===== config.mk =====
export PLATFORM = sky130hd
export DESIGN_NAME = rf_wport_arbiter_flat
export DESIGN_NICKNAME = d
export VERILOG_FILES = /design/src/rtl/rf_wport_arbiter_pkg.sv /design/src/rtl/rf_wport_arbiter_if.sv /design/src/rtl/rf_wport_arbiter_wb_lbuf.sv /design/src/rtl/rf_wport_arbiter.sv /design/src/flat_wrapper.sv
export SDC_FILE = /design/constraint.sdc
export NUM_CORES = 1
export LEC_CHECK = 0
export ABC_AREA = 1
export CAP_MARGIN = 20
export CELL_PAD_IN_SITES_DETAIL_PLACEMENT = 0
export CELL_PAD_IN_SITES_GLOBAL_PLACEMENT = 2
export CORE_ASPECT_RATIO = 1.1
export CORE_UTILIZATION = 25
export DETAILED_ROUTE_END_ITERATION = 12
export PLACE_DENSITY_LB_ADDON = 0.1
export SLEW_MARGIN = 20
export SYNTH_ARGS = -nofsm -noshare
export SYNTH_HDL_FRONTEND = slang
export SYNTH_SLANG_ARGS = --single-unit
export TNS_END_PERCENT = 20

===== constraint.sdc =====
create_clock -name clk -period 5.7 [get_ports clk]
set_input_delay 1.14 -clock clk [delete_from_list [all_inputs] [get_ports clk]]
set_output_delay 1.14 -clock clk [all_outputs]
set_load 0.03 [all_outputs]

===== src/rtl/rf_wport_arbiter_pkg.sv =====
// Shared constants for the register-file write-port arbiter.
// Widths, reset words and the default aging limit live here.
package rf_wport_arbiter_pkg;

  localparam int unsigned XLEN    = 64;
  localparam int unsigned REG_BUS = 5;
  localparam int unsigned WAIT_W  = 4;

  localparam int unsigned MAX_WAIT_DEFAULT = 4;

  localparam logic [XLEN-1:0]    ZERO_WORD = '0;
  localparam logic [REG_BUS-1:0] REG_X0    = '0;

endpackage


===== src/rtl/rf_wport_arbiter_if.sv =====
// Bundles the pipeline write-back, long-latency handshake and regfile write port.
// master = the sources/regfile side, slave = the arbiter.
interface rf_wport_arbiter_if;
  import rf_wport_arbiter_pkg::*;

  logic               p_ena;
  logic [REG_BUS-1:0] p_addr;
  logic [XLEN-1:0]    p_data;
  logic               p_stall;

  logic               l_valid;
  logic               l_ready;
  logic [REG_BUS-1:0] l_addr;
  logic [XLEN-1:0]    l_data;

  logic               rf_wena;
  logic [REG_BUS-1:0] rf_waddr;
  logic [XLEN-1:0]    rf_wdata;

  modport master (
    output p_ena, p_addr, p_data, l_valid, l_addr, l_data,
    input  p_stall, l_ready, rf_wena, rf_waddr, rf_wdata
  );

  modport slave (
    input  p_ena, p_addr, p_data, l_valid, l_addr, l_data,
    output p_stall, l_ready, rf_wena, rf_waddr, rf_wdata
  );

endinterface


===== src/rtl/rf_wport_arbiter_wb_lbuf.sv =====
// Two-entry FIFO holding long-latency results until they win the write port.
// The caller never pushes when full or pops when empty.
module wb_lbuf
  import rf_wport_arbiter_pkg::*;
(
  input  logic               clk,
  input  logic               rst,
  input  logic               push,
  input  logic [REG_BUS-1:0] push_addr,
  input  logic [XLEN-1:0]    push_data,
  input  logic               pop,
  output logic [1:0]         count,
  output logic               head_valid,
  output logic [REG_BUS-1:0] head_addr,
  output logic [XLEN-1:0]    head_data
);

  logic [REG_BUS-1:0] addr_q [2];
  logic [XLEN-1:0]    data_q [2];
  logic               rd_ptr;
  logic               wr_ptr;

  // Storage is not reset; only the pointers and count define which slots are live.
  always_ff @(posedge clk) begin
    if (rst) begin
      count  <= 2'd0;
      rd_ptr <= 1'b0;
      wr_ptr <= 1'b0;
    end else begin
      if (push) begin
        addr_q[wr_ptr] <= push_addr;
        data_q[wr_ptr] <= push_data;
        wr_ptr         <= ~wr_ptr;
      end
      if (pop) begin
        rd_ptr <= ~rd_ptr;
      end
      unique case ({push, pop})
        2'b10:   count <= count + 2'd1;
        2'b01:   count <= count - 2'd1;
        default: count <= count;
      endcase
    end
  end

  assign head_valid = (count != 2'd0);
  assign head_addr  = addr_q[rd_ptr];
  assign head_data  = data_q[rd_ptr];

endmodule


===== src/rtl/rf_wport_arbiter.sv =====
// Pipeline-first arbitration of the single regfile write port, with an aging
// counter that forces a buffered long-latency result through after MAX_WAIT losses.
module rf_wport_arbiter
  import rf_wport_arbiter_pkg::*;
#(
  parameter int unsigned MAX_WAIT = MAX_WAIT_DEFAULT
) (
  input  logic              clk,
  input  logic              rst,
  rf_wport_arbiter_if.slave bus
);

  localparam logic [WAIT_W-1:0] WAIT_LIMIT = WAIT_W'(MAX_WAIT);

  logic               p_req;
  logic               grant_l;
  logic               grant_p;
  logic               lbuf_push;
  logic [1:0]         lbuf_count;
  logic               head_valid;
  logic [REG_BUS-1:0] head_addr;
  logic [XLEN-1:0]    head_data;
  logic [WAIT_W-1:0]  wait_cnt;
  logic               rf_wena_q;
  logic [REG_BUS-1:0] rf_waddr_q;
  logic [XLEN-1:0]    rf_wdata_q;

  assign p_req   = bus.p_ena && (bus.p_addr != REG_X0);
  assign grant_l = !rst && head_valid && (!p_req || (wait_cnt >= WAIT_LIMIT));
  assign grant_p = !rst && p_req && !grant_l;

  // l_ready looks only at the registered count, so a full buffer reopens one cycle after its pop.
  assign bus.l_ready = !rst && (lbuf_count != 2'd2);
  assign bus.p_stall = p_req && grant_l;
  assign lbuf_push   = bus.l_valid && bus.l_ready && (bus.l_addr != REG_X0);

  wb_lbuf u_lbuf (
    .clk        (clk),
    .rst        (rst),
    .push       (lbuf_push),
    .push_addr  (bus.l_addr),
    .push_data  (bus.l_data),
    .pop        (grant_l),
    .count      (lbuf_count),
    .head_valid (head_valid),
    .head_addr  (head_addr),
    .head_data  (head_data)
  );

  always_ff @(posedge clk) begin
    if (rst) begin
      wait_cnt <= '0;
    end else if (grant_l || !head_valid) begin
      wait_cnt <= '0;
    end else if (wait_cnt < WAIT_LIMIT) begin
      wait_cnt <= wait_cnt + 1'b1;
    end
  end

  // Address/data hold their last value on idle cycles; only the enable drops.
  always_ff @(posedge clk) begin
    if (rst) begin
      rf_wena_q  <= 1'b0;
      rf_waddr_q <= REG_X0;
      rf_wdata_q <= ZERO_WORD;
    end else begin
      rf_wena_q <= grant_l || grant_p;
      if (grant_l) begin
        rf_waddr_q <= head_addr;
        rf_wdata_q <= head_data;
      end else if (grant_p) begin
        rf_waddr_q <= bus.p_addr;
        rf_wdata_q <= bus.p_data;
      end
    end
  end

  assign bus.rf_wena  = rf_wena_q;
  assign bus.rf_waddr = rf_waddr_q;
  assign bus.rf_wdata = rf_wdata_q;

endmodule


===== src/flat_wrapper.sv =====
// flat-port wrapper written by rule: the top's interface ports become plain ports
module rf_wport_arbiter_flat import rf_wport_arbiter_pkg::*;
#(
  parameter int unsigned MAX_WAIT = MAX_WAIT_DEFAULT
)
  (clk, rst, bus_p_ena, bus_p_addr, bus_p_data, bus_l_valid, bus_l_addr, bus_l_data, bus_p_stall, bus_l_ready, bus_rf_wena, bus_rf_waddr, bus_rf_wdata);
  rf_wport_arbiter_if bus_i ();
  input  logic clk;
  input  logic rst;
  input wire logic [$bits(bus_i.p_ena)-1:0] bus_p_ena;
  input wire logic [$bits(bus_i.p_addr)-1:0] bus_p_addr;
  input wire logic [$bits(bus_i.p_data)-1:0] bus_p_data;
  input wire logic [$bits(bus_i.l_valid)-1:0] bus_l_valid;
  input wire logic [$bits(bus_i.l_addr)-1:0] bus_l_addr;
  input wire logic [$bits(bus_i.l_data)-1:0] bus_l_data;
  output wire logic [$bits(bus_i.p_stall)-1:0] bus_p_stall;
  output wire logic [$bits(bus_i.l_ready)-1:0] bus_l_ready;
  output wire logic [$bits(bus_i.rf_wena)-1:0] bus_rf_wena;
  output wire logic [$bits(bus_i.rf_waddr)-1:0] bus_rf_waddr;
  output wire logic [$bits(bus_i.rf_wdata)-1:0] bus_rf_wdata;
  assign bus_i.p_ena = bus_p_ena;
  assign bus_i.p_addr = bus_p_addr;
  assign bus_i.p_data = bus_p_data;
  assign bus_i.l_valid = bus_l_valid;
  assign bus_i.l_addr = bus_l_addr;
  assign bus_i.l_data = bus_l_data;
  assign bus_p_stall = bus_i.p_stall;
  assign bus_l_ready = bus_i.l_ready;
  assign bus_rf_wena = bus_i.rf_wena;
  assign bus_rf_waddr = bus_i.rf_waddr;
  assign bus_rf_wdata = bus_i.rf_wdata;
  rf_wport_arbiter #(.MAX_WAIT(MAX_WAIT)) u_core (.clk(clk), .rst(rst), .bus(bus_i));
endmodule

# --- Yosys cells after proc, flatten, opt, wreduce, memory -nomap -nowiden ---
# Memories as Yosys holds them, arrays and structs flattened. A register that Yosys moved wholly into a read port is not among the register bits.
# Index checks and enable logic that the tools add are counted.
op_classes:
  add_sub_neg: 3
  magnitude_cmp: 2
  n_eq_ne: 3
  muxes: 12
  bitwise: 2
  reduce_logical: 22
ops:
  columns: ["op", "count"]
  rows:
  - ["64-bit two-way mux", 2]
  - ["5-bit two-way mux", 2]
  - ["5-bit nonzero test", 2]
  - ["1-bit logical AND", 9]
  - ["1-bit two-way mux", 7]
  - ["2-bit nonzero test", 3]
  - ["4-bit by 1-bit adder with 4-bit output, second input constant", 1]
  - ["4-bit by 3-bit greater-or-equal comparator with 1-bit output, second input constant", 1]
  - ["1-bit logical NOT", 4]
  - ["4-bit by 3-bit < comparator with 1-bit output, second input constant", 1]
  - ["2-bit case mux with 2 select lines", 1]
  - ["1-bit logical OR", 3]
  - ["2-bit by 1-bit adder with 2-bit output, second input constant", 1]
  - ["2-bit by 1-bit == test with 1-bit output, second input constant", 1]
  - ["2-bit == test, second input constant", 1]
  - ["2-bit != test, second input constant", 1]
  - ["1-bit NOT", 2]
  - ["2-bit OR reduction", 1]
  - ["2-bit by 1-bit subtractor with 2-bit output, second input constant", 1]
totals:
  ff_bits: 78
  mem_bits_rw: 138
  inputBits: 142
  out_inout_bits: 72
  elab_cells: 53
  mem_count: 2
mem_list:
  columns: ["name", "depth", "word_bits", "rd", "rd_clocked_by_memory_dff", "wr", "line_no", "rtl"]
  rows:
  - ["u_core.u_lbuf.data_q", 2, 64, 1, 1, 1, "rf_wport_arbiter_wb_lbuf.sv:19", "logic [XLEN-1:0] data_q [2];"]
  - ["u_core.u_lbuf.addr_q", 2, 5, 1, 1, 1, "rf_wport_arbiter_wb_lbuf.sv:18", "logic [REG_BUS-1:0] addr_q [2];"]

# --- Longest topological paths before layout ---
depth:
  ltp_word: 9
  ltp_mapped: 10

# --- Cells and area by module ---
# A second synthesis with hierarchy kept.
hier_totals:
  cells_unflattened: 802
  hier_area_um2: 8942.3
by_module_without_submodules:
  columns: ["mod", "n_inst", "cells_per_inst", "area_per_inst_um2"]
  rows:
  - ["wb_lbuf", 1, 247, 5246.3]
  - ["rf_wport_arbiter", 1, 555, 3696.0]

# --- Worst setup path before layout ---
# No wires, ideal clock.
synth_path:
  path_kind: "input port to flip-flop"
  start: "input port rst"
  end: "memory u_core.u_lbuf.addr_q[0][0], enable pin"
  t_arrival_ns: 5.059
  setup_slack_ns: 0.144
  cell_stages: 4
  cell_sequence: "buf_2 -> a21oi_1 -> nand3_1 -> nor2_1"
synth_between:
  elab_chain_len: 7
synth_lines:
  columns: ["item", "line_no", "rtl"]
  rows:
  - ["from (decl)", "flat_wrapper.sv:9", "input logic rst;"]
  - ["1-bit logical NOT", "rf_wport_arbiter.sv:33", "assign bus.l_ready = !rst && (lbuf_count != 2'd2);"]
  - ["1-bit logical AND", "rf_wport_arbiter.sv:33", null]
  - ["net bus_l_ready", "flat_wrapper.sv:17", "output wire logic [$bits(bus_i.l_ready)-1:0] bus_l_ready;"]
  - ["1-bit logical AND (2 in series)", "rf_wport_arbiter.sv:35", "assign lbuf_push = bus.l_valid && bus.l_ready && (bus.l_addr != REG_X0);"]
  - ["1-bit two-way mux", "rf_wport_arbiter_wb_lbuf.sv:30", "if (push) begin"]
  - ["1-bit two-way mux", "rf_wport_arbiter_wb_lbuf.sv:25", "if (rst) begin"]
  - ["1-bit two-way mux (implied by the code)", "rf_wport_arbiter_wb_lbuf.sv:31", "addr_q[wr_ptr] <= push_addr;"]
  - ["to (decl)", "rf_wport_arbiter_wb_lbuf.sv:18", null]
# The timed path passes the listed nets, and every way through them passes these cells.

# --- Worst setup path in the final report ---
layout_path:
  start: "input port bus_p_addr[1]"
  end: "output port bus_p_stall"
layout_between:
  elab_chain_len: 6
layout_lines:
  columns: ["item", "line_no", "rtl"]
  rows:
  - ["from (decl)", "flat_wrapper.sv:11", "input wire logic [$bits(bus_i.p_addr)-1:0] bus_p_addr;"]
  - ["5-bit nonzero test (*)", "rf_wport_arbiter.sv:28", "assign p_req = bus.p_ena && (bus.p_addr != REG_X0);"]
  - ["1-bit logical AND (*)", "rf_wport_arbiter.sv:28", null]
  - ["1-bit logical NOT", "rf_wport_arbiter.sv:29", "assign grant_l = !rst && head_valid && (!p_req || (wait_cnt >= WAIT_LIMIT));"]
  - ["1-bit logical OR", "rf_wport_arbiter.sv:29", null]
  - ["1-bit logical AND", "rf_wport_arbiter.sv:29", null]
  - ["1-bit logical AND (*)", "rf_wport_arbiter.sv:34", "assign bus.p_stall = p_req && grant_l;"]
  - ["to (decl)", "flat_wrapper.sv:16", "output wire logic [$bits(bus_i.p_stall)-1:0] bus_p_stall;"]
# Every way passes the cells marked *; elsewhere a longest branch is shown, timed or not.

==> results.tsv <==
stage	metric	value	unit
run_status	status	completed	
floorplan	top_level_ports	214	
timing	finalWorstSetupSlack	1.53	ns
grt	antenna_found_initial	2	
floorplan	coreArea	34600	sq um
floorplan	die_area	36200	sq um
timing	tightest_slew	0.918	ns
grt	grt_pass1_vias	6514	
synthesis	synth_mux_area_share	0	%
timing	min_period	4.17	ns
timing	max_freq	240	MHz
placement	io_buffers	213	
grt	grt_pass1_wl	37500	um
finish	final_nets	1288	
power_and_ir_drop	sequentialPowerShare	42.7	%
floorplan	rows	71	
worst_hold_path	hp-class	reg -> reg	
synthesis	synth_compound_area_share	4.45	%
timing	maxSlewViolCount	0	
power_and_ir_drop	clkPwrFrac	40.0	%
clock_tree	cts.htree.levels	1	
synthesis	synth.avg_cell_area	9.41	sq um
placement	pre_cts_ws	1.48	ns
critical_path	worstPathCellList	clkdlybuf4s50_1 -> nor2_1 -> nand3_1 -> nand3_4 -> nand2_4 -> inv_1 -> nand2_1 -> inv_1 -> clkdlybuf4s50_1	
critical_path	path_class	in -> out	
clock_tree	cts_resized	0	
clock_tree	cts_buffers	26	
clock_tree	postCtsHoldBufs	0	
synthesis	synth-seq-area-share	64.6	%
synthesis	ys_seq_elements	217	
worst_hold_path	hold_depth	1	
timing	fin_skew	0.00900	ns
clock_tree	cts_root_buf	clkbuf_16	
synthesis	synthesis.nets	1086	
finish	drive_above_1_share	5.67	%
clock_tree	postCtsSetupBuffers	0	
routing	firstDrtPassIters	4	
floorplan	dieWidth	182	um
critical_path	worst_path_largest_cell_delay	0.70	ns
critical_path	worst_path_max_delay_cell	clkdlybuf4s50_1	
critical_path	cp.arrival	3.03	ns
clock_tree	cts_max_path_buffers	3	
routing	drt_iter0_markers	221	
synthesis	yosysWarnings	0	
power_and_ir_drop	switching_share	26.7	%
placement	dp.final_hpwl	14700	um
floorplan	initial_core_util	25.6	%
timing	relSlewSlack	38.8	%
synthesis	syn_inst	942	
timing	whs	0.424	ns
synthesis	synth_area	8860	sq um
grt	gr-total-overflow	0	
synthesis	synthFlopType	edfxtp_1	
timing	finalHoldViolCount	0	
timing	rsz0062_at_grt	no	
finish	finish.utilization	35.6	%
synthesis	synth-edff-count	138	
flow_run	maxCapViolations	0	
critical_path	cp_max_fo	3	
critical_path	startpoint_type	input pin	
synthesis	synth-xor-area-share	0	%
synthesis	synth_cell_type_count	22	
synthesis	yosys.area_share.adder	0.282	%
routing	num_vias	6601	
routing	drc	0	
placement	place.gp.congestion	0.698	
synthesis	async_reset_ff_share	0	%
synthesis	yosys.area_share.simple	21.4	%
timing	setup_violations	0	
power_and_ir_drop	power.total	4.31	mW
routing	wl_per_cell	15.3	um
routing	totalWireLength	24500	um
synthesis	synth_top_family_by_area	simple AND/OR/NAND/NOR gates	
clock_tree	cts_sinks	217	
routing	final_antenna_net_count	0	
clock_tree	cts_tree	done	
power_and_ir_drop	p_comb_share	17.3	%
routing	vias_per_cell	4.12	
power_and_ir_drop	p_switching	1.15	mW
timing	fin_crit_sh	73.2	%
timing	setup_tns	0	ns
critical_path	reg2regPathDepth	5	
clock_tree	clk_latency	0.53	ns
grt	grt_usage	13.5	%
grt	grt_max_degree	117	
critical_path	cp-end-kind	output pin	
finish	syn_to_final_growth	38.9	%
critical_path	worstPathRequired	4.56	ns
power_and_ir_drop	p_int	3.16	mW
power_and_ir_drop	p_per_area	350	nW/um^2
floorplan	die_h	199	um
power_and_ir_drop	leakagePower	5.14	nW
power_and_ir_drop	irDropWorstVdd	0.000176	V
clock_tree	path_clk_slew	0.06	ns
-- path summary, 6_finish.rpt --
path	slack, ns	endpoint	startpoint
max	1.53	bus_p_stall	bus_p_addr[1]
min reg2reg	0.42	u_core.wait_cnt[0]	u_core.wait_cnt[0]
min	0.42	u_core.wait_cnt[0]	u_core.wait_cnt[0]
max reg2reg	3.59	u_core.u_lbuf.data_q[1][15]	u_core.u_lbuf.count[0]
-- state kept, by name, indices dropped and copies added, names as in the netlist, named ones only --
name                  cells
u_core.bus.rf_waddr       5
u_core.bus.rf_wdata      64
u_core.bus.rf_wena        1
u_core.u_lbuf.addr_q     10
u_core.u_lbuf.count       2
u_core.u_lbuf.data_q    128
u_core.u_lbuf.rd_ptr      1
u_core.u_lbuf.wr_ptr      1
u_core.wait_cnt           4
-- per-layer routing --
layer  vias to the layer above  GRT usage (%)  share of wire, %
met5                         -              0             0.045
met4                         2           3.48               1.8
met3                        32           3.72               6.5
met2                       157           23.4                48
met1                      2975           16.6                43
li1                       3435              -                 -
-- stage by stage --
step,instances,instance area (sq um)
6_report,1603,12300
5_1_grt,1602,12300
4_1_cts,1602,12300
3_5_place_dp,1554,11400
3_3_place_gp,1554,11400
2_1_floorplan,942,8860
-- layout make-up --
cell class | count | area (sq um)
Antenna cell | 1 | 2.50
Fill cell | 3578 | 22200
Multi-Input combinational cell | 528 | 2350
Timing Repair Buffer | 225 | 2230
Clock inverter | 17 | 181
Tap cell | 438 | 548
Clock buffer | 31 | 721
Inverter | 146 | 548
Sequential cell | 217 | 5730
-- Yosys cell counts (all sizes together), types with 2 or more instances --
master / number / area share [%]
dfxtp: 79 / 18
o21ai: 71 / 4.0
nor3: 2 / 0.11
ha: 2 / 0.28
nor2: 13 / 0.78
nand2: 288 / 12
nand3: 142 / 8.1
edfxtp: 138 / 47
a21oi: 7 / 0.44
clkbuf: 9 / 0.38
buf: 42 / 2.7
inv: 146 / 6.2
-- cell usage in the layout (no fill, tap or decap) --
| cell | instances |
|---|---|
| a21oi_1 | 6 |
| a21oi_4 | 1 |
| and3_1 | 1 |
| buf_4 | 11 |
| buf_6 | 1 |
| bufinv_16 | 4 |
| clkbuf_1 | 1 |
| clkbuf_16 | 27 |
| clkbuf_8 | 3 |
| clkdlybuf4s50_1 | 213 |
| clkinv_1 | 5 |
| clkinv_2 | 7 |
| clkinvlp_4 | 1 |
| conb_1 | 1 |
| dfxtp_1 | 78 |
| dfxtp_4 | 1 |
| diode_2 | 1 |
| edfxtp_1 | 138 |
| ha_1 | 2 |
| inv_1 | 146 |
| nand2_1 | 285 |
| nand2_2 | 2 |
| nand2_4 | 1 |
| nand3_1 | 141 |
| nand3_4 | 1 |
| nand4_1 | 1 |
| nor2_1 | 7 |
| nor2_2 | 2 |
| nor2_4 | 4 |
| nor3_1 | 2 |
| o21ai_0 | 71 |
-- cell families after synthesis --
group                      Yosys count
and+or+nand+nor                    447
adders and majority gates            2
other                                1
DFF                                217
buffers and inverters              197
AOI/OAI and AO/OA                   78
-- critical path, delay by kind of cell --
kind	cells	cell delay, ns
buf+inv	4	1.27
simple gates	5	0.60
-- power by group through the flow --
stage | clock network, mW | registers [mW] | logic, mW
after global routing | 1.84 | 1.86 | 0.828
after floorplan | 0 | 2.00 | 0.300
after global placement | 0 | 1.88 | 0.765
after detailed placement | 0 | 1.88 | 0.768
after CTS | 1.79 | 1.84 | 0.771
final | 1.72 | 1.84 | 0.748
Power figures use the tool's default switching activity.
==> edit, RTL diff (same flow settings) <==
The package constant `WAIT_W` goes from 4 to 5.
--- a/src/rtl/rf_wport_arbiter_pkg.sv
+++ b/src/rtl/rf_wport_arbiter_pkg.sv
@@ -6,3 +6,3 @@
   localparam int unsigned REG_BUS = 5;
-  localparam int unsigned WAIT_W  = 4;
+  localparam int unsigned WAIT_W  = 5;
 
Formal check against the unedited RTL: no difference found for any inputs over 4 cycles, from zero or initial values and one cycle with rst high; that may be too few to reach the edited logic, so the function may still have changed.
==> edit against the unedited design <==
Fmax increased by 1.0%; sequential cell count up 1; count of clock-buffer cells in the layout increased by 7; sequential share of layout area is 0.10 points higher; via count up 1.2%; total power is 1.4% higher; synthesized cell count is 0.85% higher; critical path depth stayed put; final area grew 0.13%; setup slack better by 43 ps; clock power down 3%; sequential power increased by 2%; wire length up 0.10%; area after synthesis grew 0.51%; highest routed layer unchanged.
==> edit: results (changes against the unedited design) <==
status: complete, no violations (unchanged)
Cells on Worst Hold Path: 1 (unchanged)
Synth cell types: 23 (was 22)
slew at the pin with the worst max-slew slack: 1010 ps (was 918 ps)
Overall Global Routing Usage: 0.134 (was 0.135)
routability cong.: 0.682 (was 0.698)
HP Class: flop to flop (unchanged)
reg2reg path depth: 6 (was 5)
Max Buffers Root-to-Sink: 3 (unchanged)
detailed placement HPWL: 14.9 mm (was 14.7 mm)
register area share after synthesis: 0.645 (was 0.646)
layout cell share with drive strength beyond 1: 0.0512 (was 0.0567)
initial antenna violation count: 3 (was 2)
largest net degree at the start of global routing: 93 (was 117)
Clock Pin Slew Worst Setup and Hold Paths: 60 ps (about the same)
Internal Power: 3.15 mW (was 3.16 mW)
antenna cells: 0 (was 1)
vias in the first global route: 6829 (was 6514)
Largest Register: u_core.u_lbuf.data_q (unchanged)
top_reg_cell synth: edfxtp_1 (unchanged)
number of flops mapped to enable cells by yosys: 138 (unchanged)
Synth Warn #: 0 (unchanged)
post_cts resized: 0 (unchanged)
Arr. time, crit path: 2990 ps (was 3030 ps)
IO Port Bufs: 213 (unchanged)
Routed Wire Length: 24.5 mm (about the same)
H-tree depth: 1 (unchanged)
# fillers: 3661 (was 3578)
clk_lat worst skew: 520 ps
Largest register FFs: 128 (unchanged)
via count: 6680 (was 6601)
top cells by area, synth: edfxtp_1 47%, dfxtp_1 18%, nand2_1 12%, nand3_1 7.9%, inv_1 6.3% (was edfxtp_1 47%, dfxtp_1 18%, nand2_1 12%, nand3_1 8.0%, inv_1 6.2%)
TritonRoute pass-1 iters: 4 (unchanged)
total setup buffers inserted after CTS: 0 (unchanged)
initial DRC count: 189 (was 221)
Commonest cells post-synth: 288 x nand2_1, 150 x inv_1, 141 x nand3_1 (was 285 x nand2_1, 146 x inv_1, 141 x nand3_1)
leakage: 5.16 nW (was 5.14 nW)
first-pass GRT wire length: 37.8 mm (was 37.5 mm)
Final Skew: 9.71 ps (was 9.00 ps)
nets: 1296 (was 1288)
Max IR drop VDD: 202 uV (was 176 uV)
root buffer cell: clkbuf_16 (unchanged)
TritonCTS buffer count: 27 (was 26)
Post-Place Cell Area: 0.0115 sq mm (was 0.0114 sq mm)
-- edit: changes by cell type after synthesis, moves of 3 or more --
| cell | change |
|---|---|
| inv_1 | +4 |
| nand2_1 | +3 |
| clkbuf_1 | +5 |
| buf_4 | -3 |
| buf_2 | -7 |
| buf_1 | +4 |
-- edit: worst paths after layout --
kind                                              from                          end  slack [ps]
worst min-delay path                u_core.wait_cnt[0]           u_core.wait_cnt[0]         450
worst max register to register  u_core.u_lbuf.count[0]  u_core.u_lbuf.data_q[1][15]        3290
worst max-delay path                     bus_p_addr[2]                  bus_p_stall        1570
worst min register to register      u_core.wait_cnt[0]           u_core.wait_cnt[0]         450
-- edit: final cells by class --
type / count / area (sq um) / area share
multi-input combinational: 532 / 2370 / 0.192
clock inverter: 11 / 103 / 0.00832
tap: 444 / 556 / 0.0451
timing repair buffer: 222 / 2220 / 0.180
clock buffer: 38 / 757 / 0.0614
inverter: 150 / 564 / 0.0458
sequential: 218 / 5750 / 0.466
-- edit: power groups by stage --
stage | Sequential, mW | Clock, mW | Combinational [mW]
2_1_floorplan | 2.04 | 0 | 0.346
3_3_place_gp | 1.92 | 0 | 0.843
3_5_place_dp | 1.91 | 0 | 0.848
4_1_cts | 1.88 | 1.72 | 0.851
5_1_grt | 1.90 | 1.78 | 0.921
6_report | 1.88 | 1.66 | 0.829
-- edit: per-layer routing --
| layer | vias up | wire (microns) | GRT usage |
|---|---|---|---|
| met5 | - | 38 | 0 |
| met4 | 6 | 388 | 0.0311 |
| met3 | 35 | 1590 | 0.0354 |
| met2 | 156 | 11700 | 0.238 |
| met1 | 3037 | 10800 | 0.163 |
| li1 | 3446 | - | - |
-- edit: kinds of logic (layout without fill, tap and decap cells) --
kind of cell | Yosys count | in the layout | share of synthesized area
buffers and inverters | 201 | 421 | 0.0920
adder cells (fa/ha/maj) | 3 | 3 | 0.00422
AND/OR/NAND/NOR | 449 | 449 | 0.214
other | 1 | 2 | 0.000421
AO/OA/AOI/OAI | 78 | 78 | 0.0443
flip-flops | 218 | 218 | 0.645
-- edit: worst max-delay path, cell delays in order --
cell and delay (ps):
clkdlybuf4s50_1 420, nor2_1 190, nand3_1 190, nand3_4 110, nand2_4 40, inv_1 90
nand2_1 60, inv_1 50, clkdlybuf4s50_1 690
-- edit: metrics by stage --
step	worst slack [ps]	std cells
2_1_floorplan	162	951
3_3_place_gp	1510	1566
3_5_place_dp	1470	1566
4_1_cts	1470	1615
5_1_grt	1370	1615
6_report	1570	1615
